<file path="src/rtl/fetch_pkg.sv">
// Shared constants and types for the instruction fetch stage.
package fetch_pkg;

  localparam logic [31:0] NOP_INSTR        = 32'h0000_0013;
  localparam logic [31:0] DEFAULT_RESET_PC = 32'h0000_0000;

  typedef enum logic [1:0] {
    RUN  = 2'd0,
    TRAP = 2'd1,
    HALT = 2'd2
  } fetch_state_e;

  typedef struct packed {
    logic [31:0] pc;
    logic [31:0] instr;
    logic        misalign;
  } fetch_entry_t;

endpackage

</file>
<file path="src/rtl/fetch_fifo.sv">
// Synchronous prefetch FIFO with flush; head data comes straight from storage registers.
module fetch_fifo #(
  parameter int WIDTH = 64,
  parameter int DEPTH = 2
) (
  input  logic                       clk,
  input  logic                       rst_n,
  input  logic                       flush_i,
  input  logic                       push_i,
  input  logic [WIDTH-1:0]           din_i,
  input  logic                       pop_i,
  output logic [WIDTH-1:0]           dout_o,
  output logic [$clog2(DEPTH):0]     count_o
);

  localparam int AW = $clog2(DEPTH);
  localparam int CW = AW + 1;

  logic [WIDTH-1:0] mem_q [DEPTH];
  logic [AW-1:0]    wr_ptr_q, rd_ptr_q;
  logic [CW-1:0]    count_q;

  // Flush wins over push/pop; storage keeps stale data since count gates visibility.
  always_ff @(posedge clk or negedge rst_n) begin
    if (!rst_n) begin
      for (int i = 0; i < DEPTH; i++) mem_q[i] <= '0;
      wr_ptr_q <= '0;
      rd_ptr_q <= '0;
      count_q  <= '0;
    end else if (flush_i) begin
      wr_ptr_q <= '0;
      rd_ptr_q <= '0;
      count_q  <= '0;
    end else begin
      if (push_i) begin
        mem_q[wr_ptr_q] <= din_i;
        wr_ptr_q        <= wr_ptr_q + AW'(1);
      end
      if (pop_i) rd_ptr_q <= rd_ptr_q + AW'(1);
      case ({push_i, pop_i})
        2'b10:   count_q <= count_q + CW'(1);
        2'b01:   count_q <= count_q - CW'(1);
        default: count_q <= count_q;
      endcase
    end
  end

  assign dout_o  = mem_q[rd_ptr_q];
  assign count_o = count_q;

endmodule

</file>
<file path="src/rtl/fetch_unit.sv">
// Fetch stage: PC, prefetch queue handshake to decode, redirect handling.
// FETCH_MISALIGN_TRAP_EN enables the misaligned-redirect trap entry and id_misalign.
module fetch_unit
  import fetch_pkg::*;
#(
  parameter logic [31:0] RESET_PC   = DEFAULT_RESET_PC,
  parameter int          FIFO_DEPTH = 2
) (
  input  logic        clk,
  input  logic        rst_n,
  output logic [31:0] imem_addr,
  input  logic [31:0] imem_instr,
  input  logic        redirect_valid,
  input  logic [31:0] redirect_pc,
  output logic        id_valid,
  input  logic        id_ready,
  output logic [31:0] id_instr,
  output logic [31:0] id_pc
`ifdef FETCH_MISALIGN_TRAP_EN
  ,
  output logic        id_misalign
`endif
);

  localparam int CW = $clog2(FIFO_DEPTH) + 1;
`ifdef FETCH_MISALIGN_TRAP_EN
  localparam int ENTRY_W = $bits(fetch_entry_t);
`else
  localparam int ENTRY_W = 64;
`endif

  logic [31:0]        pc_q, pc_d;
  logic [CW-1:0]      fifo_count;
  logic [ENTRY_W-1:0] push_data, head_data;
  logic               push, pop, can_push;

  assign imem_addr = pc_q;
  assign id_valid  = (fifo_count != '0);
  assign pop       = id_valid & id_ready & ~redirect_valid;
  // A full queue still accepts a push when the head leaves in the same cycle.
  assign can_push  = (fifo_count < CW'(FIFO_DEPTH)) | pop;

`ifdef FETCH_MISALIGN_TRAP_EN
  fetch_state_e state_q, state_d;
  logic [31:0]  trap_pc_q;
  fetch_entry_t push_entry, head_entry;

  always_ff @(posedge clk or negedge rst_n) begin
    if (!rst_n) begin
      state_q   <= RUN;
      pc_q      <= RESET_PC;
      trap_pc_q <= '0;
    end else begin
      state_q <= state_d;
      pc_q    <= pc_d;
      if (redirect_valid) trap_pc_q <= redirect_pc;
    end
  end

  always_comb begin
    state_d    = state_q;
    pc_d       = pc_q;
    push       = 1'b0;
    push_entry = '{pc: pc_q, instr: imem_instr, misalign: 1'b0};
    if (redirect_valid) begin
      pc_d    = {redirect_pc[31:2], 2'b00};
      state_d = (redirect_pc[1:0] != 2'b00) ? TRAP : RUN;
    end else begin
      case (state_q)
        RUN: begin
          if (can_push) begin
            push = 1'b1;
            pc_d = pc_q + 32'd4;
          end
        end
        TRAP: begin
          push_entry = '{pc: trap_pc_q, instr: NOP_INSTR, misalign: 1'b1};
          if (can_push) begin
            push    = 1'b1;
            state_d = HALT;
          end
        end
        default: ;
      endcase
    end
  end

  assign push_data   = push_entry;
  assign head_entry  = fetch_entry_t'(head_data);
  assign id_pc       = head_entry.pc;
  assign id_instr    = head_entry.instr;
  assign id_misalign = head_entry.misalign;
`else
  always_ff @(posedge clk or negedge rst_n) begin
    if (!rst_n) pc_q <= RESET_PC;
    else        pc_q <= pc_d;
  end

  // Redirect targets are force-aligned; low bits are deliberately dropped.
  always_comb begin
    pc_d = pc_q;
    push = 1'b0;
    if (redirect_valid) begin
      pc_d = redirect_pc & 32'hFFFF_FFFC;
    end else if (can_push) begin
      push = 1'b1;
      pc_d = pc_q + 32'd4;
    end
  end

  assign push_data = {pc_q, imem_instr};
  assign id_pc     = head_data[63:32];
  assign id_instr  = head_data[31:0];
`endif

  fetch_fifo #(
    .WIDTH (ENTRY_W),
    .DEPTH (FIFO_DEPTH)
  ) u_fifo (
    .clk     (clk),
    .rst_n   (rst_n),
    .flush_i (redirect_valid),
    .push_i  (push),
    .din_i   (push_data),
    .pop_i   (pop),
    .dout_o  (head_data),
    .count_o (fifo_count)
  );

endmodule

</file>
<file path="config.mk">
export PLATFORM = sky130hd
export DESIGN_NAME = fetch_unit
export DESIGN_NICKNAME = d
export VERILOG_FILES = /design/src/rtl/fetch_pkg.sv /design/src/rtl/fetch_fifo.sv /design/src/rtl/fetch_unit.sv
export SDC_FILE = /design/constraint.sdc
export NUM_CORES = 1
export LEC_CHECK = 0
export CAP_MARGIN = 20
export CORE_MARGIN = 4
export CORE_UTILIZATION = 40
export CTS_CLUSTER_DIAMETER = 60
export CTS_CLUSTER_SIZE = 24
export DETAILED_ROUTE_END_ITERATION = 8
export GPL_TIMING_DRIVEN = 0
export PLACE_DENSITY = 0.66
export SLEW_MARGIN = 20
export SYNTH_ARGS = -nofsm -noshare
export SYNTH_HDL_FRONTEND = slang
export SYNTH_SLANG_ARGS = --single-unit
export TNS_END_PERCENT = 10
</file>
<file path="constraint.sdc">
create_clock -name clk -period 2.5 [get_ports clk]
set_clock_uncertainty 0.1 [all_clocks]
set_input_delay 0.375 -clock clk [delete_from_list [all_inputs] [get_ports clk]]
set_output_delay 0.375 -clock clk [all_outputs]
set_load 0.1 [all_outputs]
</file>
==> results of run 1 <==
## power by group
| group | internal [mW] | switching (mW) | leakage, nW | total [mW] |
|---|---|---|---|---|
| Sequential | 3.13 | 0.349 | 1.85 | 3.48 |
| Clock | 1.49 | 1.02 | 0.275 | 2.51 |
| Combinational | 1.23 | 3.24 | 1.91 | 4.47 |
| Total | 5.86 | 4.60 | 4.04 | 10.5 |
## cells by family after synthesis
family	Yosys count	share of synthesized area (%)
multiplexers	188	28.92
flip-flops	158	54.04
AND/OR/NAND/NOR	98	7.182
AO/OA/AOI/OAI	57	5.233
buffers and inverters	48	3.095
XOR/XNOR	11	1.317
adder cells (fa/ha/maj)	1	0.1710
other	1	0.05125
## layer usage
| layer | up-vias | global-route usage (%) | part of all wire (%) |
|---|---|---|---|
| li1 | 2407 | - | - |
| met1 | 2613 | 24.22 | 44 |
| met2 | 178 | 30.71 | 49 |
| met3 | 24 | 4.789 | 6.5 |
| met4 | 0 | 5.699 | 1.3 |
| met5 | - | 0 | 0 |
## layout make-up
cell class | instances | area (um^2)
repair buffers | 160 | 1559
fillers | 1553 | 8187
inverters | 8 | 30.03
multi-input cells | 359 | 3154
plain buffers | 39 | 206.4
clock buffers | 18 | 439.2
flip-flops and latches | 158 | 3961
clock inverters | 13 | 140.1
well taps | 229 | 286.5
## cell usage in the layout, fill, tap and decap left out, drive strengths merged, types with 2 or more instances in the layout
cell type and n:
mux2 187, dfrtp 158, clkdlybuf4s50 65, clkdlybuf4s15 45, buf 42, clkbuf 34
dlygate4sd2 29, nand2 23, nor2 22, nand3 14, a31oi 14, o21ai 11
or4 10, inv 10, o31ai 9, nand4 9, xnor2 7, a21oi 6
a211o 5, a211oi 5, clkinv 5, and3 4, xor2 4, conb 4
clkinvlp 4, and4 3, nor2b 2, and2 2, o41ai 2, nor4b 2
bufinv 2
## metrics by stage
step           power [mW]  setup WS [ns]  setup TNS, ns  cell area, um^2  utilization [%]
6_report            10.46       -0.08855         -2.495             9777            54.43
4_1_cts             10.61        -0.1188         -4.522             9824            54.69
3_3_place_gp        8.091         -5.861        -904.24             9203            51.23
2_1_floorplan       7.101      -0.008591      -0.008591             7335                -
5_1_grt             10.92        -0.1493         -5.588             9777            54.43
3_5_place_dp        8.195        -0.8378         -83.06             9235            51.41
## state kept, by name, indices dropped and copies added (netlist names)
| signal | cells |
|---|---|
| u_fifo.count_o | 2 |
| u_fifo.wr_ptr_q | 1 |
| u_fifo.rd_ptr_q | 1 |
| u_fifo.mem_q | 124 |
| imem_addr | 30 |
## worst max path at each step
stage          slack, ns                   endpoint                         from  cells after the start
6_report           -0.09               id_instr[18]  u_fifo.rd_ptr_q$_DFFE_PN0P_                      3
5_1_grt            -0.15                   id_pc[3]  u_fifo.rd_ptr_q$_DFFE_PN0P_                      3
4_1_cts            -0.12                  id_pc[16]  u_fifo.rd_ptr_q$_DFFE_PN0P_                      3
3_5_place_dp       -0.84                  id_pc[25]  u_fifo.rd_ptr_q$_DFFE_PN0P_                      4
3_3_place_gp       -5.86  imem_addr[10]$_DFFE_PN0P_                        rst_n                      1
2_1_floorplan     -0.009  imem_addr[22]$_DFFE_PN0P_     imem_addr[6]$_DFFE_PN0P_                      5
## repair_timing
item / in CTS / in global routing
endpoints found under the hold margin: 67 / 0
gates resized for setup: 242 / 23
hold buffers: 1 / 0
endpoints found under the setup margin: 92 / 97
==> flow_summary.toml, run 1 <==
[critical_path]
worstPathCellList = "clkbuf_2 -> mux2_2 -> clkdlybuf4s15_2"
worst-path-buf-inv = 2
crit_family = "buffers and inverters"
cp_data_required_time_ns = 2.03
r2r_end = "imem_addr[18]$_DFFE_PN0P_"
slowest_stage = "dfrtp_2"
rr_worst_depth = 5
worstReg2RegStart = "imem_addr[2]$_DFFE_PN0P_"
startpoint_type = "flop"
r2r_slack_ns = 0.17
path_max_fanout = 10
end_kind = "output port"
slowest_delay_ns = 0.50
worst_ep_arrival_time_ns = 2.11
worstSetupPathType = "flop to output port"

[clock_tree]
cts_root_buf = "clkbuf_16"
cts_sinks = 158
clockBufferDepth = 2
cts_setup_buffers = 0
clkLatencyLatePin_ns = 0.42
cts_made_buffers = 17
cts_tree = "done"
clk_pin_slew_worst_paths_ns = 0.06
cts_max_level = 4

[floorplan]
die_area_um2 = 20520
die_h_um = 143.3
die-width_um = 143.3
ios = 165
initial_utilization_pct = 40.73
rows = 49
core_area_um2 = 17960

[pwr]
powerDensity_nw_per_um2 = 1070
p_leak_nw = 4.036
irDropWorstVdd_uv = 656.6

[cells_and_area]
antenna_cells = 0
layout.cells.non_filler = 984
drive_above_1_share_pct = 42.25
fin_nets = 812
syn2layout_area_growth_pct = 33.62

[synthesis]
syn_avg_cell_area_um2 = 13.02
yosysWarnings = 0
ys_types = 44
async_flop_share_pct = 100.0
netlist_area_um2 = 7317
syn_inst = 562
yosys_register_bits = 158
synth_top_cell_area_share_pct = 54.04
synthFlopType = "dfrtp_1"
yosysMostFrequentCell = "mux2_2"
synth_common_cells = "187 x mux2_2, 158 x dfrtp_1, 23 x nand2_1"
synth_edf_count = 0
yosys-top-cells-area = "dfrtp_1 54%, mux2_2 29%, a31oi_1 1.2%, nand2_1 1.2%, nor2_1 1.1%"
yosys.area.top_type = "dfrtp_1"
ys_seq_area_share_pct = 54.04

[sta]
setup_violations = 42
rsz0062_at_grt = "true"
period_minus_slack_ns = 2.589
setup_slack_ns = -0.08855
slew_headroom_pct = 31.25
period_share_pct = 103.5
worst_slew_pin_slew_ns = 1.035
hold_ws_ns = 0.4013
finalHoldViolations = 0
fmax_mhz = 386.3
drv_slew = 0

[detailed_routing]
drc = 0
post_drt_via_cell_ratio = 5.307
antenna_left = 0
wirelength_mm = 18.45
firstDrtPassIters = 4
drt_iter0_drc = 279
vias = 5222
routedWlPerCell_um = 18.75

[grt]
grt_max_degree = 92
first_global_vias = 5720
grt_overflow = 0
grt_antenna_before_repair = 0
grt_usage_pct = 18.60
grt_pass1_wl_mm = 29.96

[run]
cap_violations = 0

[place]
gp_congestion = 0.8371
placed_cells = 953
dp_hpwl_mm = 13.29
portBuffers = 158

[worst_hold_path]
min_delay_path_depth = 1
worstHoldEndpoint = "u_fifo.mem_q[10]$_DFFE_PN0P_"
hold_class = "flop to flop"
hold_start = "u_fifo.mem_q[10]$_DFFE_PN0P_"

[outcome]
violations = "negative setup slack"
outcome = "finished with violations"
Note: power is estimated with default switching activity, not from simulation.
==> run 2: changes to the inputs <==
--- a/config.mk
+++ b/config.mk
@@ -6,7 +6,7 @@
 export NUM_CORES = 1
 export LEC_CHECK = 0
 export CAP_MARGIN = 20
-export CORE_MARGIN = 4
+export CORE_MARGIN = 5
 export CORE_UTILIZATION = 40
 export CTS_CLUSTER_DIAMETER = 60
 export CTS_CLUSTER_SIZE = 24
==> run 2 against run 1 <==
  * Count of clock-buffer cells in the layout rose by 4
  * Largest power group unchanged
  * First-iteration DRC count increased by 3.2%
  * The run still ends with negative setup slack left
  * Sequential cell count unchanged
  * Wire length rose by 0.96%
  * Non-clock buffer count stayed put
  * Power is 0.99% higher
  * Utilization rose by 0.16 points
  * Cell area increased by 0.29%
  * Combinational power about the same
  * Critical path depth stayed put
  * Setup slack improved by 0.020 ns
  * Final cell count up 0.10%
==> flow_summary.toml, run 2 (synthesized netlist as in run 1, its figures left out) <==
[cells_and_area]
most-common-layout-cells = "187 x mux2_2, 152 x dfrtp_1, 65 x clkdlybuf4s50_1"
largest_reg_flops = 124
final_common_cell = "mux2_2"
drive_above_1_share_pct = 41.85
multi_input_area_um2 = 3148
nFillCells = 1526
syn2layout_area_growth_pct = 34.01
seq_area_um2 = 3961
final_util_pct = 54.59
fin_nets = 812
regMostFlops = "u_fifo.mem_q"

[detailed_routing]
drc = 0
vias = 5280
firstDrtPassIters = 5
wirelength_mm = 18.63
post_drt_via_cell_ratio = 5.360
drt_iter0_drc = 288
routedWlPerCell_um = 18.91
antenna_left = 0

[floorplan]
initial_utilization_pct = 40.73
core_area_um2 = 17960
rows = 49
die-width_um = 145.3
die_area_um2 = 21100
die_h_um = 145.3
ios = 165

[sta]
drv_slew = 0
finalHoldViolations = 0
setup_violations = 45
fmax_mhz = 389.4
rsz0062_at_grt = "true"
slew_headroom_pct = 31.31
setup_slack_ns = -0.06820
period_minus_slack_ns = 2.568
worst_slew_pin_slew_ns = 1.024
period_share_pct = 102.7

[place]
dp_slack_ns = -0.8525
gp_congestion = 0.8097
dp_hpwl_mm = 13.38
portBuffers = 158

[critical_path]
end_kind = "output port"
worst-path-buf-inv = 2
worst_ep_arrival_time_ns = 2.09
worstReg2RegStart = "imem_addr[2]$_DFFE_PN0P_"
worstPathCellList = "buf_2 -> mux2_2 -> clkdlybuf4s15_2"
crit_family = "buffers and inverters"
path_max_fanout = 10
slowest_stage = "dfrtp_2"
cp-startpoint = "u_fifo.rd_ptr_q$_DFFE_PN0P_"
slowest_delay_ns = 0.50
startpoint_type = "flop"
worstSetupPathType = "flop to output port"
cp_data_required_time_ns = 2.03

[grt]
grt_pass1_wl_mm = 30.19
grt_max_degree = 100
grt_antenna_before_repair = 1
first_global_vias = 5584
grt_overflow = 0
grt_usage_pct = 17.60

[clock_tree]
clkLatencyLatePin_ns = 0.41
cts_made_buffers = 17
cts_root_buf = "clkbuf_16"
cts_setup_buffers = 0
cts_tree = "done"
cts_sinks = 158
cts_max_level = 4
clk_pin_slew_worst_paths_ns = 0.06
clockBufferDepth = 2

[pwr]
irDropWorstVdd_uv = 619.9
p_leak_nw = 4.047
powerDensity_nw_per_um2 = 1078

[run]
cap_violations = 0

[outcome]
outcome = "finished with violations"
violations = "negative setup slack"

[worst_hold_path]
hold_class = "input port to asynchronous set/reset pin"
## run 2: cell count changes in the layout (fill, tap and decap cells not counted), sizes merged
cell,delta
clkinvlp,-2
clkbuf,+3
clkdlybuf4s15,+3
clkdlybuf4s18,-1
bufinv,+1
diode,+1
inv,-3
buf,-1
## run 2: what timing repair did
item	in CTS	in global routing
resized for setup	242	16
endpoints found under the setup margin	92	66
hold endpoints to repair	59	0
hold buffers	1	0
## run 2: path summary, 6_finish.rpt
path	endpoint	slack, ns	cells after the start
max reg2reg	imem_addr[18]$_DFFE_PN0P_	0.13	5
max in group asynchronous	imem_addr[5]$_DFFE_PN0P_	1.05	3
min in group clk	u_fifo.mem_q[126]$_DFFE_PN0P_	0.40	1
max	id_pc[4]	-0.07	3
min reg2reg	u_fifo.mem_q[126]$_DFFE_PN0P_	0.40	1
min	u_fifo.mem_q[14]$_DFFE_PN0P_	0.38	2
## run 2: through the flow
stage	setup TNS (ns)	std cells	instance area (um^2)	power, mW	hold WS (ns)
6_report	-1.751	985	9806	10.57	0.3836
5_1_grt	-6.107	984	9803	10.99	0.4083
4_1_cts	-4.674	984	9846	10.71	0.3878
3_5_place_dp	-76.59	953	9235	8.192	0.2422
3_3_place_gp	-898.33	952	9203	8.097	0.3832
2_1_floorplan	-0.008591	565	7335	7.101	-0.02059
## run 2: per-layer routing
metal,wire length (um),GRT usage (%),vias to the layer above
met4,231,4.897,2
met3,1213,4.989,29
met1,8228,23.53,2654
li1,-,-,2401
met2,8937,28.21,194
met5,13,0,-
## run 2: area by class of cell
class / count / area share, %
Sequential cell: 158 / 40.40
Clock inverter: 9 / 1.391
Tap cell: 229 / 2.922
Multi-Input combinational cell: 359 / 32.10
Clock buffer: 22 / 4.734
Antenna cell: 1 / 0.02552
Inverter: 8 / 0.3062
Buffer: 39 / 2.080
Timing Repair Buffer: 160 / 16.04
## run 2: power breakdown
group          leakage, nW  switching, mW  total (mW)  internal (mW)
sequential            1.85          0.344        3.48           3.13
combinational         1.91           3.24        4.48           1.24
clock                0.286          0.990        2.61           1.62
total                 4.05           4.57        10.6           5.99
==> RTL change: new RTL, config.mk and constraints of run 2 <==
Set the parameter `FIFO_DEPTH` to 4 (it was 2).
--- a/src/rtl/fetch_unit.sv
+++ b/src/rtl/fetch_unit.sv
@@ -4,7 +4,7 @@
   import fetch_pkg::*;
 #(
   parameter logic [31:0] RESET_PC   = DEFAULT_RESET_PC,
-  parameter int          FIFO_DEPTH = 2
+  parameter int          FIFO_DEPTH = 4
 ) (
   input  logic        clk,
   input  logic        rst_n,
Formal check against the unedited RTL: not equivalent (Yosys sat finds a counterexample within 4 cycles, from zero or initial values and one cycle with rst_n low).
==> RTL change against run 2 <==
  * The flow still finishes with violations (setup timing)
  * Synthesized area rose by 75%
  * Design area rose by 66%
  * Sequential cell count rose by 127
  * Worst setup slack improved by 0.021 ns
  * Wire length rose by 58%
  * Non-clock buffer count rose by 33
  * First-iteration DRC count rose by 8.0%
  * Critical path type unchanged
  * Highest routed layer unchanged
Power is left out: the tool's default activity adds up to more than one toggle a clock period on the data nets, which glitch-free logic cannot reach.
==> RTL change: results (changes against run 2) <==
[synth]
ys_top_cells_by_area = dfrtp_1, mux2_2, mux4_2, buf_4, xor2_1
synth_commonest_cells = dfrtp_1, mux2_2, mux4_2
synth_compound_area_share_pct = 1.87  ; -3.4 points
synth-xor-area-share_pct = 2.19  ; +0.87 points
avgSynthCellArea_um2 = 15.3  ; +17%
ys_seq_area_share_pct = 55.8  ; +1.7 points
synthAdderAreaFrac_pct = 0.646  ; +0.47 points

[timing]
layout_setup_ws_ns = -0.0476  ; +0.0206 ns
fin_tns_setup_ns = -0.0850  ; +1.67 ns
setup_viol = 5  ; -89%

[cells_and_area]
layout.nets = 1114  ; +37%
drive_gt1_share_pct = 47.4  ; +5.5 points
fillCellCount = 2676  ; +75%
stdcell_count = 1463  ; +49%

[detailed_routing]
drt_iter0_drc = 311  ; +8.0%
vias_per_cell = 5.28  ; -1.5%
firstDrtPassIters = 4  ; -1

[setup_path]
r2r-start = imem_addr[5]
crit_path_max_incr_delay_ns = 0.56  ; +0.06 ns
arrival_ns = 2.07  ; -0.02 ns
r2r-end = imem_addr[31]
cpMaxStageDelayCell = mux4_2

[clocking]
clock_latency_ns = 0.54  ; +0.13 ns
htree_num_levels = 1  ; -3
clock_path_buffers = 3  ; +1

[placement]
placed_area_mm2 = 0.0150  ; +62%
gp_congestion = 0.759  ; -6.3%
dp_slack_ns = -0.992  ; -0.140 ns
hpwl_um = 19700  ; +47%

[global_routing]
grt_max_degree = 92  ; -8.0%
grt_use_total_pct = 16.8  ; -0.81 points
grt_first_pass_wirelength_um = 48200  ; +60%
grt_pass1_vias = 8352  ; +50%

[status]
outcome = finished, violations left
violations = setup timing

## RTL change: cell types whose count changed in the layout (fill, tap and decap cells not counted), moves of 29 or more
cell / run 2 / this run
buf_4: 4 / 33
buf_6: 2 / 55
clkdlybuf4s15_2: 48 / 0
dfrtp_1: 152 / 272
mux2_2: 187 / 249
mux4_2: 0 / 62
## RTL change: worst max path at each step
stage / startpoint / to / slack (ns) / cells past startpoint
after floorplan: imem_addr[15] / imem_addr[31] / 0.01 / 6
after global placement: rst_n / imem_addr[20] / -12.75 / 1
after detailed placement: u_fifo.rd_ptr_q[0] / id_pc[17] / -0.99 / 4
after CTS: u_fifo.rd_ptr_q[0] / id_instr[1] / -0.21 / 4
after global routing: u_fifo.rd_ptr_q[0] / id_pc[16] / -0.12 / 5
final: u_fifo.rd_ptr_q[0] / id_pc[16] / -0.05 / 5
## RTL change: per-layer routing
metal	global-route usage (%)	wire length, um
met1	24.0	13600
met2	27.3	14000
met3	3.17	1450
met4	2.91	408
met5	0	13
## RTL change: what timing repair did
item / 4_1_cts / 5_1_grt
pin swaps: 0 / 1
cloned: 1 / 0
endpoints found under the setup margin: 94 / 72
hold endpoints to repair: 57 / 0
setup buffers: 7 / 0
resized for setup: 469 / 59
hold buffers: 1 / 0
## RTL change: stage by stage
stage	utilization, %	hold WS [ns]
finish	51.7	0.203
detailed placement	47.5	0.174
CTS	51.2	0.193
global route	51.6	0.222
floorplan	-	-0.0206
global placement	47.2	0.384
## RTL change: area by class of cell
type | count | area share [%]
Sequential cell | 285 | 43.9
Multi-Input combinational cell | 489 | 32.5
Timing Repair Buffer | 170 | 11.5
Clock buffer | 32 | 4.64
Tap cell | 402 | 3.09
Buffer | 62 | 2.79
Clock inverter | 19 | 1.50
Inverter | 3 | 0.0691
Antenna cell | 1 | 0.0154
## RTL change: cell families (layout without fill, tap and decap cells)
family,count (synthesis),in the layout
compound gates,40,40
simple gates,94,94
flops,285,285
other cells,1,6
xor+xnor,32,32
fa+ha+maj,6,6
buf+inv,67,286
mux,312,312
